==> config.mk <==
export PLATFORM = sky130hd
export DESIGN_NAME = id_stage_pipe
export DESIGN_NICKNAME = d
export VERILOG_FILES = /design/src/rtl/id_stage_pipe.sv
export SDC_FILE = /design/constraint.sdc
export NUM_CORES = 2
export LEC_CHECK = 0
export CAP_MARGIN = 20
export CORE_MARGIN = 4
export CORE_UTILIZATION = 32
export DETAILED_ROUTE_END_ITERATION = 7
export SLEW_MARGIN = 20
export SYNTH_ARGS = -nofsm -noshare
export SYNTH_HDL_FRONTEND = slang
export SYNTH_SLANG_ARGS = --single-unit
export TNS_END_PERCENT = 20
==> constraint.sdc <==
create_clock -name clk -period 50 [get_ports clk]
set_input_delay 7.5 -clock clk [delete_from_list [all_inputs] [get_ports clk]]
set_output_delay 7.5 -clock clk [all_outputs]
set_load 0.05 [all_outputs]
==> src/rtl/id_stage_pipe.sv <==
// id_stage_pipe -- RISC-V decode stage with ID/EX pipeline register.
//
// Contains the register file (with optional WB->ID write bypass), control
// decode, immediate generation, load-use hazard detection with bubble
// insertion, flush/hold handling and a combinational debug read port.
//
// Ports:
//   clk, rst                  clock, asynchronous active-high reset
//   if_valid, if_pc, if_ir    instruction presented by the IF/ID register
//   wb_we, wb_wa, wb_wd       register-file write from WB
//   flush                     kill the instruction currently in ID
//   ex_hold                   EX cannot accept; freeze ID/EX
//   ra_sdu, rd_sdu            debug read port (array value, no bypass)
//   id_stall                  IF/ID must hold its contents this cycle
//   ex_*                      registered ID/EX outputs
module id_stage_pipe #(
  parameter int XLEN   = 32,
  parameter int NREG   = 32,
  parameter int BYPASS = 1,
  localparam int AW    = $clog2(NREG)
) (
  input  logic            clk,
  input  logic            rst,
  input  logic            if_valid,
  input  logic [XLEN-1:0] if_pc,
  input  logic [31:0]     if_ir,
  input  logic            wb_we,
  input  logic [AW-1:0]   wb_wa,
  input  logic [XLEN-1:0] wb_wd,
  input  logic            flush,
  input  logic            ex_hold,
  input  logic [AW-1:0]   ra_sdu,
  output logic [XLEN-1:0] rd_sdu,
  output logic            id_stall,
  output logic            ex_valid,
  output logic [XLEN-1:0] ex_pc,
  output logic [XLEN-1:0] ex_reg_a,
  output logic [XLEN-1:0] ex_reg_b,
  output logic [XLEN-1:0] ex_imm,
  output logic [11:0]     ex_ctl,
  output logic [AW-1:0]   ex_rd,
  output logic [AW-1:0]   ex_rs1,
  output logic [AW-1:0]   ex_rs2
);

  localparam logic [6:0] OP_R      = 7'b0110011;
  localparam logic [6:0] OP_IALU   = 7'b0010011;
  localparam logic [6:0] OP_LOAD   = 7'b0000011;
  localparam logic [6:0] OP_STORE  = 7'b0100011;
  localparam logic [6:0] OP_BRANCH = 7'b1100011;
  localparam logic [6:0] OP_JAL    = 7'b1101111;
  localparam logic [6:0] OP_JALR   = 7'b1100111;
  localparam logic [6:0] OP_LUI    = 7'b0110111;
  localparam logic [6:0] OP_AUIPC  = 7'b0010111;

  logic [XLEN-1:0] rf [NREG];

  logic [AW-1:0]   rs1, rs2, rd;
  logic [6:0]      opcode;
  logic [11:0]     ctl, ctl_v;
  logic [31:0]     imm32;
  logic [XLEN-1:0] imm;
  logic            uses_rs1, uses_rs2;
  logic [XLEN-1:0] rdata_a, rdata_b;
  logic            hazard;

  assign rs1    = if_ir[15 +: AW];
  assign rs2    = if_ir[20 +: AW];
  assign rd     = if_ir[7 +: AW];
  assign opcode = if_ir[6:0];

  // Control word, immediate and source usage
  always_comb begin
    ctl      = '0;
    imm32    = '0;
    uses_rs1 = 1'b0;
    uses_rs2 = 1'b0;
    unique case (opcode)
      OP_R: begin
        ctl      = 12'h201;  // reg_write, alu_op=10
        uses_rs1 = 1'b1;
        uses_rs2 = 1'b1;
      end
      OP_IALU: begin
        ctl      = 12'h381;  // reg_write, alu_src, alu_op=11
        imm32    = {{20{if_ir[31]}}, if_ir[31:20]};
        uses_rs1 = 1'b1;
      end
      OP_LOAD: begin
        ctl      = 12'h08B;  // reg_write, mem_read, mem_to_reg, alu_src
        imm32    = {{20{if_ir[31]}}, if_ir[31:20]};
        uses_rs1 = 1'b1;
      end
      OP_STORE: begin
        ctl      = 12'h084;  // mem_write, alu_src
        imm32    = {{20{if_ir[31]}}, if_ir[31:25], if_ir[11:7]};
        uses_rs1 = 1'b1;
        uses_rs2 = 1'b1;
      end
      OP_BRANCH: begin
        ctl      = 12'h110;  // branch, alu_op=01
        imm32    = {{19{if_ir[31]}}, if_ir[31], if_ir[7], if_ir[30:25],
                    if_ir[11:8], 1'b0};
        uses_rs1 = 1'b1;
        uses_rs2 = 1'b1;
      end
      OP_JAL: begin
        ctl      = 12'h021;  // reg_write, jal
        imm32    = {{11{if_ir[31]}}, if_ir[31], if_ir[19:12], if_ir[20],
                    if_ir[30:21], 1'b0};
      end
      OP_JALR: begin
        ctl      = 12'h0C1;  // reg_write, jalr, alu_src
        imm32    = {{20{if_ir[31]}}, if_ir[31:20]};
        uses_rs1 = 1'b1;
      end
      OP_LUI: begin
        ctl      = 12'h881;  // reg_write, lui, alu_src
        imm32    = {if_ir[31:12], 12'b0};
      end
      OP_AUIPC: begin
        ctl      = 12'h481;  // reg_write, auipc, alu_src
        imm32    = {if_ir[31:12], 12'b0};
      end
      default: ;
    endcase
  end

  assign imm   = XLEN'($signed(imm32));
  assign ctl_v = if_valid ? ctl : '0;

  // Register read with optional same-cycle WB forwarding
  assign rdata_a = ((BYPASS != 0) && wb_we && (wb_wa == rs1) && (rs1 != '0))
                   ? wb_wd : rf[rs1];
  assign rdata_b = ((BYPASS != 0) && wb_we && (wb_wa == rs2) && (rs2 != '0))
                   ? wb_wd : rf[rs2];
  assign rd_sdu  = rf[ra_sdu];

  assign hazard = if_valid && ex_valid && ex_ctl[1] && (ex_rd != '0) &&
                  ((uses_rs1 && (ex_rd == rs1)) || (uses_rs2 && (ex_rd == rs2)));

  // flush has priority, so neither hold nor a hazard can stall IF while killing
  assign id_stall = !flush && (ex_hold || hazard);

  // Register file; x0 is never written so it always reads zero
  always_ff @(posedge clk or posedge rst) begin
    if (rst) begin
      for (int unsigned i = 0; i < NREG; i++) rf[i] <= '0;
    end else if (wb_we && (wb_wa != '0)) begin
      rf[wb_wa] <= wb_wd;
    end
  end

  // ID/EX register: flush > hold > hazard bubble > normal load.
  // Flush and bubble only clear valid/ctl; the data fields are don't-care.
  always_ff @(posedge clk or posedge rst) begin
    if (rst) begin
      ex_valid <= 1'b0;
      ex_pc    <= '0;
      ex_reg_a <= '0;
      ex_reg_b <= '0;
      ex_imm   <= '0;
      ex_ctl   <= '0;
      ex_rd    <= '0;
      ex_rs1   <= '0;
      ex_rs2   <= '0;
    end else if (flush) begin
      ex_valid <= 1'b0;
      ex_ctl   <= '0;
    end else if (ex_hold) begin
      ex_valid <= ex_valid;
    end else if (hazard) begin
      ex_valid <= 1'b0;
      ex_ctl   <= '0;
    end else begin
      ex_valid <= if_valid;
      ex_pc    <= if_pc;
      ex_reg_a <= rdata_a;
      ex_reg_b <= rdata_b;
      ex_imm   <= imm;
      ex_ctl   <= ctl_v;
      ex_rd    <= ctl_v[0] ? rd : '0;
      ex_rs1   <= uses_rs1 ? rs1 : '0;
      ex_rs2   <= uses_rs2 ? rs2 : '0;
    end
  end

endmodule

==> key figures <==
Status
  – Outcome: complete, no violations

Timing
  – Part of the cycle the worst path needs: 39.01%
  – Final hold viol count: 0
  – Post-route minimum period: roughly 20 ns
  – Final setup fails: 0
  – Final slew viol count: 0
  – Fin Clk Skew: ~0.035 ns
  – Final setup TNS: 0 ns
  – RSZ-0062 raised after global routing: no
  – Fmax: 51.26 MHz
  – Min Hold Slack: approximately 0.42 ns
  – Slew Limit Headroom: between 10% and 20%
  – Slew @ Worst Pin: roughly 1.3 ns

Critical path
  – Crit path capture type: primary output
  – Worst setup path start: ra_sdu[0]
  – Largest stage delay, worst path: 0.84 ns
  – Reg2reg setup slack: 45.15 ns
  – Critical Path, Cell by Cell: buf_8 > buf_12 > buf_4 > mux4_2 > mux4_2 > mux2_2 > clkdlybuf4s50_1
  – Crit path DAT: around 12 ns
  – CP max stage cell: buf_4
  – Cell mode on critical path: mux4_2
  – Reg-to-Reg End: ex_pc[21]
  – Buf+Inv Stages, Crit Path: 4
  – Worst EP required: 42.50 ns
  – Worst-path fanout max: 90
  – WP depth: 7
  – Worst setup path class: in2out
  – FF-to-FF path depth: 9
  – CP top delay family: buffers and inverters
  – CP endpoint: rd_sdu[23]
  – Startpoint types: input pin
  – Crit Reg-Reg Startpoint: ex_rd[1]

Final layout
  – Layout cells sized above 1: between 40 and 50%
  – Nets: 4,958
  – Multi-input combinational cell area: 37,520 sq um
  – Area grow syn2layout: 14.11%
  – Fin util: 36.82%
  – # fillers: 20,384
  – Register area: just under 30,000 sq um
  – Post-route design area: 79,260 sq um

Placed design
  – Placed cell area: 74,810 sq um
  – Placer Congestion: 0.8861
  – Number of I/O port buffers: 300
  – Post-DP HPWL: 167,900 microns

Synth
  – Gate Count Post-Synth: 4,836
  – Synth Area in XOR/XNOR: less than 1%
  – Top post-synthesis cells by area: dfrtp_1, mux4_2, mux2_2
  – Commonest cells post-synth: dfrtp_1, mux2_2, mux4_2, clkbuf_1, mux2i_1
  – Synth cell types: 68
  – Synth Area per Inst: 14.36 sq um
  – Seq/Total Area, Yosys: 42.48%
  – Post-synth top area share: 42.48%
  – Syn nets: around 4,900
  – Largest family of logic cells by synthesized area: multiplexers
  – Main flop type after synthesis: dfrtp_1
  – Post-Syn Area: 69,460 sq um
  – Synth Area in Compound Gates: 6.015%
  – Count leader, synth: dfrtp_1
  – Yosys warning count: 0
  – #FFs+latches synth: 1,179
  – Synth Area in Simple Gates: under 10%
  – Mux share of post-synthesis cell area: 44.82%
  – Cell taking the most area after synthesis: dfrtp_1
  – Post-synth ARST share: 100.0%
  – Post-Synth Adder-Cell Area: 0%
  – EDFF count, synth: 0

Die
  – Initial core utilization: 32.27%
  – Core box area: around 220,000 sq um
  – Die area: 224,600 sq um
  – Die height: between 400 and 500 microns
  – Die X: 473.9 microns
  – Cell row count: 170
  – I/O pins: 301

Clock network
  – Post-CTS Hold Fix Bufs: 0
  – TritonCTS Buffers: roughly 140
  – Root buffer selected by CTS: clkbuf_16
  – Clk buf depth: 3
  – Sink Count: 1,179
  – CTS resizes: 0
  – CTS tree: done
  – H-tree depth: 4
  – Post-CTS Setup Inserts: 0
  – Clk Latency, worst-skew pair: 0.80 ns
  – Clock transition at path regs: around 0.060 ns

Global route
  – Antenna violations before repair: 31
  – Vias in the first global route: 50,261
  – Largest net degree at the start of global routing: 182
  – Grt ovf: 0
  – First-pass GRT wire length: 394,400 microns
  – GRT Util Overall: 24.40%

Detailed routing
  – Final WL: 279,400 microns
  – Routed via count: between 50,000 and 60,000
  – Residual DRC: 0
  – Iter 0 DRT Violations: 6,561
  – Vias per cell: 6.480
  – Iteration count of the initial detailed-routing pass: 6
  – WL/cell: 35.77 microns
  – ANT nets after route: 0

Min path
  – HP Class: reg2reg

Power and ir drop
  – Pleak: roughly 32 nW
  – Max VDD drop: 0.00003983 V
  – Pwr dens: 39.39 nW/um^2

Flow run
  – Max-cap violation count: 0
-- final cells by class --
class | count | area share (%)
Sequential cell | 1179 | 37.22
Inverter | 39 | 0.1958
Multi-Input combinational cell | 3059 | 47.34
Timing Repair Buffer | 431 | 5.112
Antenna cell | 29 | 0.09156
Clock buffer | 204 | 5.012
Clock inverter | 32 | 0.5415
Tap cell | 2838 | 4.480
-- worst min-delay path by stage --
stage               endpoint  depth (start not counted)  startpoint  slack [ns]
floorplan           rf[1000]                          1    rf[1000]        0.46
global placement    rf[1019]                          0    rf[1019]        0.40
detailed placement  rf[1001]                          0    rf[1001]        0.40
CTS                  rf[995]                          0     rf[995]        0.42
global route         rf[997]                          0     rf[997]        0.44
finish              rf[1001]                          0    rf[1001]        0.42
-- where the power goes --
part	switching, mW	leakage (nW)	internal [mW]	total (mW)
registers	0.186	15.1	1.13	1.31
clock network	0.422	2.16	0.590	1.01
logic	0.371	15.1	0.427	0.798
total	0.978	32.4	2.14	3.12
-- routing by layer --
layer	part of all wire [%]	GRT usage [%]	up-vias
met5	0.052	0	-
met4	5.7	12.96	16
met3	13	9.167	789
met2	44	35.60	3622
met1	38	31.44	27043
li1	-	-	19144
-- worst reg2reg max path, stage by stage, from the launching register on --
cell and delay [ns]:
dfrtp_1 0.73, xnor2_1 0.14, nand3_1 0.20, nor3_1 0.23, o211ai_4 0.25, buf_4 0.44, buf_4 0.51, and2_4 0.84
buf_4 0.95, mux2_4 0.45
-- cell usage in the layout (no fill, tap or decap), drive strengths merged, types with 11 or more instances in the layout --
cell           synthesis  final
xnor2                 11     11
nand4                 26     26
a211oi                13     13
o21ai                 65     65
inv                   39     46
mux2                1105   1105
nor2                  57     57
dfrtp               1179   1179
nand3                 36     36
mux4                 727    727
mux2i                219    219
o221ai                15     15
nand2                125    125
a31oi                 24     24
o22ai                 73     73
nand2b                20     20
nor2b                 18     18
a221oi                30     30
o2bb2ai               29     29
clkbuf               324    204
nor4                  19     19
a21oi                176    176
o32ai                 15     15
clkdlybuf4s50          0    266
diode                  0     29
buf                  235    165
a22oi                101    101
clkinv                 0     15
o211ai                39     39
-- flip-flops by register name (all words and copies together), names as in the netlist --
register / flops
ex_rs2: 5
ex_rs1: 5
ex_imm: 32
ex_reg_b: 32
ex_pc: 32
ex_rd: 5
ex_valid: 1
rf: 1024
ex_reg_a: 32
ex_ctl: 11
-- logic make-up (layout without fill, tap and decap cells) --
kind of cell,after synthesis,in the layout
flops,1179,1179
buf+inv,598,706
compound gates,626,626
other cells,0,29
xor+xnor,20,20
mux,2051,2051
simple gates,362,362
-- stage by stage --
step	total power, mW	setup slack [ns]	cells
floorplan	1.847	9.289	4836
global placement	2.092	30.46	7543
detailed placement	2.109	30.36	7543
CTS	3.123	30.35	7779
global route	3.235	30.16	7789
finish	3.122	30.49	7811
No activity file was read; power rests on OpenSTA's default activity.
